`src/rtl/fir_decimate_out.sv`:
```
// fir_decimate_out
// Decimates the unsigned FIR output stream, rounds and saturates each kept
// sample to OUT_WIDTH bits, and queues results in a first-word-fall-through
// FIFO with a valid/ready interface.
//
// Ports:
//   clock       rising-edge clock
//   reset       asynchronous active-low reset; clears all state
//   sample_in   filter output sample (unsigned, IN_WIDTH bits)
//   sample_en   sample_in carries a new filter sample this cycle
//   out_data    FIFO head value, meaningful while out_valid=1
//   out_valid   FIFO non-empty
//   out_ready   consumer accepts out_data this cycle
//   fill_level  current FIFO occupancy, 0..FIFO_DEPTH
//   overflow    sticky flag: a result was dropped because the FIFO was full
//   clear_ovf   synchronous clear of overflow (a coincident drop wins)
module fir_decimate_out #(
  parameter int IN_WIDTH   = 17,
  parameter int OUT_WIDTH  = 8,
  parameter int DECIM      = 4,
  parameter int SHIFT      = 8,
  parameter int FIFO_DEPTH = 4
) (
  input  logic                          clock,
  input  logic                          reset,
  input  logic [IN_WIDTH-1:0]           sample_in,
  input  logic                          sample_en,
  output logic [OUT_WIDTH-1:0]          out_data,
  output logic                          out_valid,
  input  logic                          out_ready,
  output logic [$clog2(FIFO_DEPTH):0]   fill_level,
  output logic                          overflow,
  input  logic                          clear_ovf
);

  localparam int AW   = $clog2(FIFO_DEPTH);
  localparam int PW   = (DECIM > 1) ? $clog2(DECIM) : 1;
  localparam int SUMW = IN_WIDTH + 1;

  localparam logic [PW-1:0]        PHASE_ZERO = {PW{1'b0}};
  localparam logic [PW-1:0]        PHASE_ONE  = PW'(1'b1);
  localparam logic [PW-1:0]        PHASE_LAST = PW'(DECIM - 1);
  localparam logic [SUMW-1:0]      ROUND_ADD  = SUMW'(1'b1) << (SHIFT - 1);
  localparam logic [OUT_WIDTH-1:0] OUT_MAX    = {OUT_WIDTH{1'b1}};
  localparam logic [SUMW-1:0]      SAT_LIM    = SUMW'(OUT_MAX);
  localparam logic [AW:0]          PTR_ONE    = (AW + 1)'(1'b1);

  // Round-half-up, shift and clamp; the sum carries one extra bit so it never wraps.
  function automatic logic [OUT_WIDTH-1:0] scale_sat(input logic [IN_WIDTH-1:0] x);
    logic [SUMW-1:0] sum_v;
    logic [SUMW-1:0] q_v;
    sum_v = {1'b0, x} + ROUND_ADD;
    q_v   = sum_v >> SHIFT;
    if (q_v > SAT_LIM) begin
      scale_sat = OUT_MAX;
    end else begin
      scale_sat = q_v[OUT_WIDTH-1:0];
    end
  endfunction

  logic [PW-1:0]        phase_r;
  logic                 keep_s;
  logic                 stage_vld_r;
  logic [OUT_WIDTH-1:0] stage_res_r;
  logic [OUT_WIDTH-1:0] mem_r [FIFO_DEPTH];
  logic [AW:0]          wr_ptr_r;
  logic [AW:0]          rd_ptr_r;

  logic                 pop_s;
  logic                 full_s;
  logic                 push_s;
  logic                 drop_s;
  logic [AW:0]          wr_nx_s;
  logic [AW:0]          rd_nx_s;
  logic [AW:0]          cnt_nx_s;
  logic [OUT_WIDTH-1:0] head_nx_s;

  assign keep_s = sample_en && (phase_r == PHASE_ZERO);

  // Decimation phase: advances on every qualified sample, independent of the FIFO.
  always_ff @(posedge clock or negedge reset) begin
    if (!reset) begin
      phase_r <= PHASE_ZERO;
    end else if (sample_en) begin
      phase_r <= (phase_r == PHASE_LAST) ? PHASE_ZERO : phase_r + PHASE_ONE;
    end else begin
      phase_r <= phase_r;
    end
  end

  // Scale stage: captures the rounded/saturated result of a kept sample.
  always_ff @(posedge clock or negedge reset) begin
    if (!reset) begin
      stage_vld_r <= 1'b0;
      stage_res_r <= {OUT_WIDTH{1'b0}};
    end else begin
      stage_vld_r <= keep_s;
      if (keep_s) begin
        stage_res_r <= scale_sat(sample_in);
      end else begin
        stage_res_r <= stage_res_r;
      end
    end
  end

  // FIFO control: push/pop decisions and next-state pointers and head value.
  always_comb begin
    pop_s     = out_valid && out_ready;
    full_s    = (wr_ptr_r[AW] != rd_ptr_r[AW]) &&
                (wr_ptr_r[AW-1:0] == rd_ptr_r[AW-1:0]);
    // A pop on the same edge frees the slot, so a full FIFO still accepts.
    push_s    = stage_vld_r && (!full_s || pop_s);
    drop_s    = stage_vld_r && full_s && !pop_s;
    wr_nx_s   = push_s ? wr_ptr_r + PTR_ONE : wr_ptr_r;
    rd_nx_s   = pop_s  ? rd_ptr_r + PTR_ONE : rd_ptr_r;
    cnt_nx_s  = wr_nx_s - rd_nx_s;
    // The new head is the entry being written only when the FIFO drains to it.
    if (push_s && (wr_ptr_r[AW-1:0] == rd_nx_s[AW-1:0])) begin
      head_nx_s = stage_res_r;
    end else begin
      head_nx_s = mem_r[rd_nx_s[AW-1:0]];
    end
  end

  // FIFO storage: data only, pointers define what is live.
  always_ff @(posedge clock) begin
    if (push_s) begin
      mem_r[wr_ptr_r[AW-1:0]] <= stage_res_r;
    end
  end

  // FIFO pointers and registered output view (head, valid, occupancy, overflow).
  always_ff @(posedge clock or negedge reset) begin
    if (!reset) begin
      wr_ptr_r   <= {(AW + 1){1'b0}};
      rd_ptr_r   <= {(AW + 1){1'b0}};
      fill_level <= {(AW + 1){1'b0}};
      out_valid  <= 1'b0;
      out_data   <= {OUT_WIDTH{1'b0}};
      overflow   <= 1'b0;
    end else begin
      wr_ptr_r   <= wr_nx_s;
      rd_ptr_r   <= rd_nx_s;
      fill_level <= cnt_nx_s;
      out_valid  <= (cnt_nx_s != {(AW + 1){1'b0}});
      if (cnt_nx_s != {(AW + 1){1'b0}}) begin
        out_data <= head_nx_s;
      end else begin
        out_data <= out_data;
      end
      if (drop_s) begin
        overflow <= 1'b1;
      end else if (clear_ovf) begin
        overflow <= 1'b0;
      end else begin
        overflow <= overflow;
      end
    end
  end

endmodule

```
`config.mk`:
```
export PLATFORM = sky130hd
export DESIGN_NAME = fir_decimate_out
export DESIGN_NICKNAME = d
export VERILOG_FILES = /design/src/rtl/fir_decimate_out.sv
export SDC_FILE = /design/constraint.sdc
export NUM_CORES = 1
export LEC_CHECK = 0
export CAP_MARGIN = 20
export CELL_PAD_IN_SITES_DETAIL_PLACEMENT = 0
export CELL_PAD_IN_SITES_GLOBAL_PLACEMENT = 1
export CORE_MARGIN = 5
export CORE_UTILIZATION = 30
export CTS_BUF_LIST = sky130_fd_sc_hd__clkbuf_16
export DETAILED_ROUTE_END_ITERATION = 12
export PLACE_DENSITY_LB_ADDON = 0.1
export SYNTH_ARGS = -nofsm -noshare
export SYNTH_HDL_FRONTEND = slang
export SYNTH_SLANG_ARGS = --single-unit
```
`constraint.sdc`:
```
create_clock -name clock -period 3.4 [get_ports clock]
set_clock_uncertainty 0.15 [all_clocks]
set_input_delay 0.68 -clock clock [delete_from_list [all_inputs] [get_ports clock]]
set_output_delay 0.68 -clock clock [all_outputs]
set_load 0.005 [all_outputs]
```
Word-level counts from Yosys, hierarchy flattened

Memory sizes are Yosys's and may differ from the RTL's. A register that Yosys moved wholly into a read port is not among the register bits.
Cells that the tools add are included.

Register bits after elaboration: 22
Word-level logic and storage cells: 39
Bits in writable memories: 32
Output and inout bits: 13
Memories: 1

Multiplexer cells: 8
$add $sub $neg: 5
Equality and inequality tests: 3
Reductions and logical operators: 13
$lt $le $gt $ge: 1

Memory list:

| memory | words | bits a word | rd ports | clocked after memory_dff | write ports | line | RTL |
|---|---|---|---|---|---|---|---|
| mem_r  | 4     | 8           | 1        | 1                        | 1           | 65   | `logic [OUT_WIDTH-1:0] mem_r [FIFO_DEPTH];` |

Operator list:

| kind                    | number |
|---|---|
| $add A17 B8 Y18 const B | 1 |
| $gt A10 B8 Y1 const B   | 1 |
| $mux W8                 | 1 |
| $add A3 B1 Y3 const B   | 2 |
| $logic_and A1 B1 Y1     | 6 |
| $mux W3                 | 2 |
| $mux W1                 | 4 |
| $logic_not A1 Y1        | 3 |
| $reduce_bool A3 Y1      | 1 |
| $sub A3 B3 Y3           | 1 |
| $add A2 B1 Y2 const B   | 1 |
| $eq A2 B2 Y1            | 1 |
| $eq A2 B2 Y1 const B    | 1 |
| $logic_not A2 Y1        | 1 |
| $mux W2                 | 1 |
| $reduce_bool A2 Y1      | 1 |
| $logic_or A1 B1 Y1      | 1 |
| $ne A1 B1 Y1            | 1 |

Depth between registers and ports, before layout

Depth in word-level cells: 8
Gate-level depth with buffers: 13
Mapped depth without buffers: 12

Least setup slack after synthesis

Ideal clock, no wire load.

Kind: input-to-reg
Start point: input port out_ready
End point: register out_data[0] (read register of mem_r)
Arrival time: 3.292 ns
Setup slack: -0.167 ns
Stages: 11
Setup time: 0.125 ns
Path buffers: 1
Path through: nand2_2 -> xor2_2 -> inv_1 -> ha_1 -> fa_1 -> xor2_1 -> xnor3_1 -> xor2_1 -> or3_1 -> buf_6 -> mux2_4

Elaborated cells between the ends (all ways): 7
Classes of those cells: 1 x add/sub; 2 x mux; 4 x reduce/logical

RTL lines:

| item                  | line | RTL |
|---|---|---|
| start, declared       | 30   | `input logic out_ready,` |
| $logic_and A1 B1 Y1   | 108  | `pop_s = out_valid && out_ready;` |
| $mux W3               | 115  | `rd_nx_s = pop_s ? rd_ptr_r + PTR_ONE : rd_ptr_r;` |
| named net rd_nx_s[0]  | 74   | `logic [AW:0] rd_nx_s;` |
| $sub A3 B3 Y3         | 116  | `cnt_nx_s = wr_nx_s - rd_nx_s;` |
| named net cnt_nx_s[2] | 75   | `logic [AW:0] cnt_nx_s;` |
| $reduce_bool A3 Y1    | 146  | `if (cnt_nx_s != {(AW + 1){1'b0}}) begin` |
| end, declared         | 28   | `output logic [OUT_WIDTH-1:0] out_data,` |

The timed path passes the listed nets, and every way through them passes these cells.
A chain may end at the register's enable or synchronous reset.

Final worst setup path

Start point: input port out_ready
End point: register out_data[1] (read register of mem_r)

Word-level cells in the longest chain between the ends: 6
Elaborated cells between the ends (all ways): 7
Classes of those cells: 1 x add/sub; 2 x mux; 4 x reduce/logical

Ends and longest elaborated chain:

| item                  | line | RTL |
|---|---|---|
| $logic_and A1 B1 Y1   | 108  |  |
| $logic_or A1 B1 Y1    | 112  | `push_s = stage_vld_r && (!full_s \|\| pop_s);` |
| $logic_and A1 B1 Y1   | 112  |  |
| $mux W3               | 114  | `wr_nx_s = push_s ? wr_ptr_r + PTR_ONE : wr_ptr_r;` |
| named net wr_nx_s[0]  | 73   | `logic [AW:0] wr_nx_s;` |
| $sub A3 B3 Y3         | 116  |  |
| named net cnt_nx_s[2] | 75   |  |
| $reduce_bool A3 Y1    | 146  |  |

The timed path passes the listed nets, and every way through them passes these cells.

==> results.md <==
- Status: finished clean
- Clk pin slew, worst setup/hold paths: 0.05 ns
- DR DRC count: 0
- First-pass GRT wire length: 9839 um
- GP Congestion: 0.8255
- Grt ovf: 0
- Die H: 107.2 um
- Starting DRT DRC Count: 55
- Peak VDD IR: 455.7 uV
- Synthesized area: 0.002831 sq mm
- Layout Cells excl Fill: 394
- Leakage: 1.539 nW
- Min Clock Period, post-route: 3.369 ns
- Synthesized flop and latch total: 62
- CP Capture Type: flop
- Nets: 292
- Largest net degree at the start of global routing: 31
- RSZ-0062 raised after global routing: yes
- Synth top cells by count: edfxtp_1 (32), dfrtp_1 (30), inv_1 (13)
- Initial core utilization: 0.3064
- Post-synth EDFFs: 32
- Yosys top cell area share: 0.3394
- Antenna Cells: 0
- Critical path required time: 3.45 ns
- Mean routed wirelength per cell: 15.16 um
- Port Buffers: 27
- Syn Area/Cell: 15.31 sq um
- Top-count cell post-synth: edfxtp_1
- Fin crit share: 0.9907
- Most used cell along the critical path: xor2_1
- Fillers: 852
- CTS tree: yes
- Top_reg_cell synth: edfxtp_1
- Critical Path, Cell by Cell: clkdlybuf4s15_1 > nand2_4 > nand4_1 > nand2_2 > xnor2_2 > inv_1 > ha_2 > fa_2 > xor2_1 > xnor3_1 > xor2_1 > or3_4 > buf_8 > mux2_4
- Pre-CTS setup slack: -0.6898 ns
- Drt pass-1 iters: 4
- Max Cap Viol: 0
- CP max-delay cell: or3_4
- Detail-routed via count per cell: 4.373
- Vias: 1723
- Max Clk Rate: 296.9 MHz
- Post-route setup slack: 0.03146 ns
- Share of cells above drive strength 1: 0.3547
- Top post-synthesis cells by area: edfxtp_1 (34%), dfrtp_1 (27%), mux4_2 (6.4%)
- Post-synth top area cell: edfxtp_1
- Cells after DPL: 361
- Syn Nets: 217
- Hold Violations, Final: 0
- Slew headroom: 0.6013
- Worst Path Max Fanout: 5
- Gate Count Post-Synth: 185
- Die ar.: 0.01148 sq mm
- Slew @ Worst Pin: 0.5980 ns
- CTS max path bufs: 2
- Total number of yosys warnings: 0
- I/O Pins: 35
- Startpoint class of the critical path: input pin
- Die X-Extent: 107.2 um
- Vias in the first global route: 1856
- Clk Latency, worst-skew pair: 0.32 ns
- Core Box Area: 0.009240 sq mm
- Hold WC Path Type: flop to flop
- Slowest cell delay on critical path: 0.37 ns
- Asr flop ratio synth: 0.4839
- Synthesis-to-layout area growth: 37.07%
- Yosys cell types: 37
- Antenna viol nets, final: 0
- Max-slew violations: 0
- H-Tree Depth: 3
- Clock Sinks: 62
- Pwr dens: 1084 mW/mm^2
- Hold_ws: 0.3598 ns
- Initial antenna violation count: 0
- Post-DP HPWL: 4013 um
- Arrival @ worst endpoint: 3.42 ns
- Rows: 35
- Final setup viols: 0
- CTS Buf Count: 9
- Register area share after synthesis: 0.6045
- Gr usage total: 0.1151
- WL final: 5972 um
- Hold buffer count at CTS: 0
- WS Path Type: input pin to flop
- CTS root buf: clkbuf_16
- Setup tns final: 0 ns
cells in the final DEF (no fill, tap or decap), types with 7 or more instances in the layout:
cell type and count:
buf_4 37, clkbuf_16 9, clkdlybuf4s50_1 26, dfrtp_1 30
edfxtp_1 32, ha_1 8, inv_1 13, mux2_2 11
mux2_4 8, mux4_2 8, nand2_1 7, nor2_1 9
critical path, delay by kind of cell:
family / cells / cell delay (ns)
buffers and inverters: 3 / 0.46
adders and majority gates: 2 / 0.53
muxes: 1 / 0.29
xor gates and xnor gates: 4 / 0.74
and+or+nand+nor: 4 / 0.73
through the flow:
stage	util	power, mW	area [sq um]
6_report	0.4200	4.206	3881
5_1_grt	0.4200	4.502	3881
4_1_cts	0.4176	4.207	3859
3_5_place_dp	0.3716	3.131	3433
3_3_place_gp	0.3716	3.085	3433
2_1_floorplan	-	2.404	2851
timing repair:
action	CTS	global route
gates cloned	1	0
pin swaps	3	1
buffers inserted	15	2
gates resized for setup	13	4
setup endpoints to repair	9	32
area by class of cell:
| type | instances | area, sq um | share of cell area |
|---|---|---|---|
| Clock buffer | 9 | 225.2 | 0.05803 |
| Clock inverter | 7 | 41.29 | 0.01064 |
| Inverter | 13 | 48.80 | 0.01257 |
| Multi-Input combinational cell | 108 | 1119 | 0.2882 |
| Sequential cell | 62 | 1712 | 0.4410 |
| Tap cell | 129 | 161.4 | 0.04159 |
| Timing Repair Buffer | 66 | 574.3 | 0.1480 |
path summary, 6_finish.rpt:
check / from / end / slack [ns] / cells past startpoint
setup reg to reg: wr_ptr_r[2] / out_data[1] / 0.05 / 13
max in group asynchronous: reset / out_data[7] / 2.17 / 2
min in group asynchronous: reset / out_data[0] / 0.62 / 2
hold reg to reg: out_data[3] / out_data[3] / 0.36 / 1
setup / recovery: out_ready / out_data[1] / 0.03 / 14
hold / removal: out_data[3] / out_data[3] / 0.36 / 1
registers in the layout (all words and copies together) (netlist names), 2 cells and up:
| signal | flops |
|---|---|
| out_data | 8 |
| rd_ptr_r | 3 |
| fill_level | 3 |
| mem_r | 32 |
| stage_res_r | 8 |
| phase_r | 2 |
| wr_ptr_r | 3 |
logic make-up (layout without fill, tap and decap cells):
kind of cell | count (synthesis) | count (layout) | share of synthesized area
xor gates and xnor gates | 15 | 15 | 0.05391
AOI/OAI and AO/OA | 19 | 19 | 0.05391
buffers and inverters | 15 | 95 | 0.02254
and+or+nand+nor | 34 | 34 | 0.05789
muxes | 30 | 30 | 0.1604
DFF | 62 | 62 | 0.6045
adders and majority gates | 10 | 10 | 0.04684
report_power, final:
group | total [mW] | internal, mW | switching, mW | leakage (nW)
combinational | 2.14 | 1.32 | 0.824 | 0.792
sequential | 1.26 | 1.09 | 0.170 | 0.619
clock | 0.798 | 0.485 | 0.313 | 0.128
layer usage:
metal,track usage,vias to the layer above,part of all wire
li1,-,840,-
met1,0.1507,849,0.47
met2,0.1814,28,0.49
met3,0.03371,6,0.030
met4,0.04110,0,0.013
met5,0,-,0
Power figures use the tool's default switching activity.
